## src/rtl/fft_pkg.sv

```systemverilog
// Shared FFT helpers: stage geometry and a constant-foldable clog2.
package fft_pkg;
  function automatic int clog2(input int v);
    int r;
    r = 0;
    for (int i = 0; i < 32; i++)
      if ((1 << r) < v) r++;
    return r;
  endfunction

  // Distance between butterfly partners in a DIF stage.
  function automatic int half_len(input int total_stages, input int stage);
    return 1 << (total_stages - stage - 1);
  endfunction
endpackage

```

## src/rtl/sdp_ram.sv

```systemverilog
// Simple dual-port RAM, registered read; only the read register is reset.
module sdp_ram import fft_pkg::*; #(
  parameter int W = 20,
  parameter int D = 4
) (
  input  logic                clk,
  input  logic                rst_n,
  input  logic                we,
  input  logic [clog2(D)-1:0] waddr,
  input  logic [W-1:0]        wdata,
  input  logic                re,
  input  logic [clog2(D)-1:0] raddr,
  output logic [W-1:0]        rdata
);
  logic [W-1:0] mem [D];

  always_ff @(posedge clk) begin
    if (we) mem[waddr] <= wdata;
  end

  always_ff @(posedge clk) begin
    if (!rst_n)  rdata <= '0;
    else if (re) rdata <= mem[raddr];
  end
endmodule

```

## src/rtl/dif_pair_gather.sv

```systemverilog
// Buffers the first half of each frame and pairs it with the second half
// so a DIF butterfly sees (x[n], x[n+HALF]) one cycle after x[n+HALF] arrives.
module dif_pair_gather import fft_pkg::*; #(
  parameter int IN_W         = 10,
  parameter int STAGE        = 0,
  parameter int TOTAL_STAGES = 8
) (
  input  logic            mclk,
  input  logic            i_init_n,
  input  logic            i_vld,
  input  logic            i_sof,
  input  logic [IN_W-1:0] i_I,
  input  logic [IN_W-1:0] i_Q,
  output logic            o_vld,
  output logic            o_sop,
  output logic [IN_W-1:0] o_LI,
  output logic [IN_W-1:0] o_LQ,
  output logic [IN_W-1:0] o_RI,
  output logic [IN_W-1:0] o_RQ,
  output logic            o_sync_err
);
  localparam int HALF  = half_len(TOTAL_STAGES, STAGE);
  localparam int IDX_W = clog2(2 * HALF);

  logic [IDX_W-1:0]  idx, eff_idx;
  logic              sof_hit, wr_en, rd_en, first_pair;
  logic [2*IN_W-1:0] wdata, rdata;

  // A frame start always realigns to slot 0, whatever idx says.
  always_comb begin
    sof_hit    = i_vld & i_sof;
    eff_idx    = sof_hit ? '0 : idx;
    wr_en      = i_init_n & i_vld & ~eff_idx[IDX_W-1];
    rd_en      = i_init_n & i_vld &  eff_idx[IDX_W-1];
    first_pair = (eff_idx == IDX_W'(HALF));
    wdata      = {i_I, i_Q};
  end

  generate
    if (HALF > 1) begin : g_ram
      localparam int AW = clog2(HALF);
      sdp_ram #(.W(2 * IN_W), .D(HALF)) u_ram (
        .clk   (mclk),
        .rst_n (i_init_n),
        .we    (wr_en),
        .waddr (eff_idx[AW-1:0]),
        .wdata (wdata),
        .re    (rd_en),
        .raddr (eff_idx[AW-1:0]),
        .rdata (rdata)
      );
    end else begin : g_reg
      logic [2*IN_W-1:0] hold;
      always_ff @(posedge mclk) begin
        if (wr_en) hold <= wdata;
        if (!i_init_n)  rdata <= '0;
        else if (rd_en) rdata <= hold;
      end
    end
  endgenerate

  assign o_LI = rdata[2*IN_W-1:IN_W];
  assign o_LQ = rdata[IN_W-1:0];

  always_ff @(posedge mclk) begin
    if (!i_init_n) begin
      idx        <= '0;
      o_vld      <= 1'b0;
      o_sop      <= 1'b0;
      o_sync_err <= 1'b0;
      o_RI       <= '0;
      o_RQ       <= '0;
    end else begin
      if (i_vld) idx <= eff_idx + IDX_W'(1);
      o_vld      <= rd_en;
      o_sop      <= rd_en & first_pair;
      o_sync_err <= sof_hit & (idx != '0);
      if (rd_en) begin
        o_RI <= i_I;
        o_RQ <= i_Q;
      end
    end
  end
endmodule

```

## config.mk

```make
export PLATFORM = sky130hd
export DESIGN_NAME = dif_pair_gather
export DESIGN_NICKNAME = d
export VERILOG_FILES = /design/src/rtl/fft_pkg.sv /design/src/rtl/sdp_ram.sv /design/src/rtl/dif_pair_gather.sv
export SDC_FILE = /design/constraint.sdc
export NUM_CORES = 2
export LEC_CHECK = 0
export ABC_AREA = 0
export CORE_MARGIN = 2
export CORE_UTILIZATION = 30
export CTS_BUF_LIST = sky130_fd_sc_hd__clkbuf_4
export DETAILED_ROUTE_END_ITERATION = 8
export DONT_BUFFER_PORTS = 1
export PLACE_DENSITY_LB_ADDON = 0.12
export SYNTH_ARGS = -nofsm -noshare
export SYNTH_HDL_FRONTEND = slang
export SYNTH_HIERARCHICAL = 1
export SYNTH_SLANG_ARGS = --single-unit
```

## constraint.sdc

```tcl
create_clock -name mclk -period 3.3 [get_ports mclk]
set_input_delay 0.495 -clock mclk [delete_from_list [all_inputs] [get_ports mclk]]
set_output_delay 0.495 -clock mclk [all_outputs]
set_load 0.05 [all_outputs]
```

==> out/metrics.yaml <==
synth:
  synth-seq-area-share_pct: 77.33
  ys_async_sr_fraction_pct: 0
  synth_cells: 4626
  postSynthAreaPerCell_um2: 21.78
  yosys_warnings: 6
  synth_top_area_share_pct: 76.31
  synth_flop_cell: "sky130_fd_sc_hd__edfxtp_1"
  netlist_top_cells_count: "sky130_fd_sc_hd__edfxtp_1 (2,560), sky130_fd_sc_hd__mux4_2 (616), sky130_fd_sc_hd__nand2_1 (190), sky130_fd_sc_hd__nor2_1 (157), sky130_fd_sc_hd__mux2i_1 (138)"
  synth.net_count: 4651
  synth-edff-count: 2560
  synth_seq_cells: 2611
  yosysMostFrequentCell: "sky130_fd_sc_hd__edfxtp_1"
  post-synth-top-area-cell: "sky130_fd_sc_hd__edfxtp_1"
  post_synth_instance_area_um2: 100700
  synth.area.top_cells: "sky130_fd_sc_hd__edfxtp_1 (76%), sky130_fd_sc_hd__mux4_2 (14%), sky130_fd_sc_hd__mux2i_1 (1.4%)"
  ys_types: 77
cells_and_area:
  syn2layout_area_growth_pct: 23.20
  final_layout_size_suffix_gt1_share_pct: 42.97
  fillerInstances: 30970
  area_of_the_multi_input_gates_um2: 21760
  sequential_cell_area_um2: 77900
  final_net_count: 5924
global_route:
  globalRouteOverflowTotal: 0
  via_count_of_the_first_global_routing_pass: 56380
  largest_net_degree_at_the_start_of_global_routing: 130
  antenna_found_initial: 42
  globalRouteTotalUtil_pct: 19.91
  grt_first_pass_wirelength_um: 467800
setup_path:
  cp-start-kind: "input port"
  timing.critical_path.required_ns: 4.76
  cpMostUsedCell: "sky130_fd_sc_hd__buf_4"
  cp_data_arrival_time_ns: 4.80
  crit_path_max_fanout: 11
  worstPathCellList: "dlygate4sd3_1, nand2_1, dlygate4sd3_1, buf_4, and2_4, buf_4, nor2_2, buf_12, nand2_1, o22ai_1, buf_4, a311oi_1, buf_4, or4_1, o21ai_0"
  worst-path-buf-inv: 7
  cp_top_family: "buffers and inverters"
  end_kind: "register"
  critical-path-max-stage-delay_ns: 0.83
  cp_slowest_cell: "sky130_fd_sc_hd__dlygate4sd3_1"
  crit_type: "input port to register"
routing:
  num_vias: 54610
  drt_drc_violations_left: 0
  drt_iter0_drc: 5948
  wl_um: 341800
  detail_route.vias_per_cell: 5.040
  wire_per_inst_um: 31.54
  detail_route.first_pass.iterations: 5
  drt.antenna.violating_nets: 0
clock_tree:
  max-clock-path-buffers: 4
  clock-root-buffer: "sky130_fd_sc_hd__clkbuf_4"
  cts_made_buffers: 701
  cts_tree: "built"
  clk-insertion-delay-late_ns: 1.54
  clkSlewWorstSetupHoldPaths_ns: 0.07
  clock_tree.htree_level_count: 6
  numClockSinks: 2611
die:
  die_h_um: 583.5
  initial_utilization_pct: 30.16
  die-width_um: 583.5
  core.rowCount: 212
  design.die.area_um2: 340400
  core-area_um2: 334000
  num_io_pins: 67
pwr:
  pwr_density_cell_nw_per_um2: 559.0
  static-leakage-power_nw: 40.00
  clk_network_pwr_share_pct: 42.5
  total_switching_power_w: 0.01569
  power_frac_comb_pct: 5.0
  power.switching_fraction_pct: 22.61
  max-vdd-ir-drop_mv: 0.3943
  design_internal_power_w: 0.05369
  p_seq_share_pct: 52.5
timing:
  fin_worst_skew_ns: 0.09041
  timing.slew.headroom_pct: 17.60
  timing_worst_slew_pin_value_ns: 1.236
  finalHoldViolations: 0
  timing.final.setup_violations: 3
  postLayoutSetupSlackWorst_ns: -0.04220
  setup_repair_after_global_routing_missed_its_margin: "true"
  fin_crit_sh_pct: 101.3
  report.final.slew_viol_count: 0
  timing.fmax_mhz: 299.2
  fin_worst_hold_slack_ns: 0.1326
  layout_min_cycle_time_ns: 3.342
placement:
  post-dp-hpwl_um: 204500
  port-buffer-count: 0
  dp_slack_ns: -0.8462
  routabilityCongestion: 0.8324
run:
  cap_viol_max_count: 0
run_status:
  violations: "setup timing"
  status: "complete, but fails checks"
worst_hold_path:
  min_path_type: "input port to register"
-- cell families (layout without fill, tap and decap cells) --
group / count (synthesis) / count (layout) / synth area share, %
AOI/OAI and AO/OA: 386 / 386 / 2.646
muxes: 804 / 804 / 15.83
buffers and inverters: 279 / 2083 / 1.712
adders and majority gates: 1 / 1 / 0.01242
and+or+nand+nor: 545 / 545 / 2.479
DFF: 2611 / 2611 / 77.33
other: 0 / 18 / 0
-- routing by layer --
layer	wire length (um)	GRT usage [%]	vias to the layer above
met5	61	0	-
met4	9058	5.664	8
met3	23150	3.672	476
met2	161200	31.80	2180
met1	148300	27.75	29320
li1	-	-	22630
-- what timing repair did --
| action | 4_1_cts | 5_1_grt |
|---|---|---|
| hold buffers | 75 | 2 |
| resized for setup | 20 | 29 |
| setup endpoints to repair | 13 | 16 |
| hold endpoints to repair | 4201 | 12 |
| pin swaps | 2 | 3 |
| setup buffers | 4 | 0 |
-- worst register-to-register path: stages (launching register included) --
cell and delay, ns:
sky130_fd_sc_hd__dfxtp_1 0.45, sky130_fd_sc_hd__inv_2 0.10, sky130_fd_sc_hd__a21oi_4 0.15, sky130_fd_sc_hd__buf_12 0.21, sky130_fd_sc_hd__nor2b_4 0.61, sky130_fd_sc_hd__buf_12 0.25, sky130_fd_sc_hd__a22o_1 0.25, sky130_fd_sc_hd__nor2_4 0.08
sky130_fd_sc_hd__o221ai_2 0.31, sky130_fd_sc_hd__nand4_1 0.58, sky130_fd_sc_hd__nand3_1 0.26
-- area by class of cell --
type,instances,share of cell area [%]
antenna,18,0.03629
clock buffer,1066,6.448
clock inverter,168,0.9225
inverter,13,0.07864
multi-input combinational,1736,17.53
sequential,2611,62.76
tap,4387,4.423
timing repair buffer,836,7.793
-- flip-flops by register name (all words and copies together), names as in the netlist --
name,flops
g_ram.u_ram/mem,2560
g_ram.u_ram/rdata,20
o_RI,10
o_RQ,10
idx,8
o_sop,1
o_sync_err,1
o_vld,1
-- path summary, 6_finish.rpt --
path                from                endpoint  slack [ns]  cells past startpoint
setup reg to reg  idx[3]   g_ram.u_ram/rdata[15]        0.01                     10
setup / recovery   i_sof   g_ram.u_ram/rdata[18]       -0.04                     15
hold / removal    i_Q[7]  g_ram.u_ram/mem[39][7]        0.13                      2
hold reg to reg   idx[5]                  idx[5]        0.56                      2
-- through the flow --
step / power [W] / utilization (%) / area, um^2 / setup TNS (ns) / std cells
6_report: 0.06938 / 37.16 / 124100 / -0.05618 / 10840
5_1_grt: 0.07230 / 37.15 / 124100 / -0.04245 / 10820
4_1_cts: 0.07049 / 37.11 / 123900 / 0 / 10820
3_5_place_dp: 0.03978 / 33.98 / 113500 / -10.27 / 9502
3_3_place_gp: 0.03979 / 33.98 / 113500 / -25.68 / 9502
2_1_floorplan: 0.03874 / - / 100800 / -16.86 / 4626
-- cell usage in the layout, fill, tap and decap left out, types with 22 or more instances in the layout --
cell	n
sky130_fd_sc_hd__mux2i_1	134
sky130_fd_sc_hd__a31oi_1	24
sky130_fd_sc_hd__a21oi_1	46
sky130_fd_sc_hd__nand3_1	50
sky130_fd_sc_hd__a22oi_1	57
sky130_fd_sc_hd__nand2_1	190
sky130_fd_sc_hd__and2_1	22
sky130_fd_sc_hd__mux4_2	616
sky130_fd_sc_hd__edfxtp_1	2560
sky130_fd_sc_hd__dfxtp_1	50
sky130_fd_sc_hd__nor2_1	32
sky130_fd_sc_hd__buf_12	225
sky130_fd_sc_hd__clkbuf_4	1066
sky130_fd_sc_hd__nor2_2	123
sky130_fd_sc_hd__o22ai_1	39
sky130_fd_sc_hd__buf_4	530
sky130_fd_sc_hd__o21ai_0	50
sky130_fd_sc_hd__dlygate4sd3_1	53
sky130_fd_sc_hd__mux2_2	41
sky130_fd_sc_hd__a211oi_1	30
sky130_fd_sc_hd__clkinv_1	109
-- power by group through the flow --
| stage | clock [W] | sequential (W) | combinational, W |
|---|---|---|---|
| after CTS | 0.0305 | 0.0364 | 0.00354 |
| after floorplan | 0 | 0.0371 | 0.00162 |
| after global routing | 0.0322 | 0.0364 | 0.00367 |
| after global placement | 0 | 0.0371 | 0.00269 |
| after detailed placement | 0 | 0.0371 | 0.00268 |
| final | 0.0295 | 0.0364 | 0.00347 |
No activity file was read; power rests on OpenSTA's default activity.
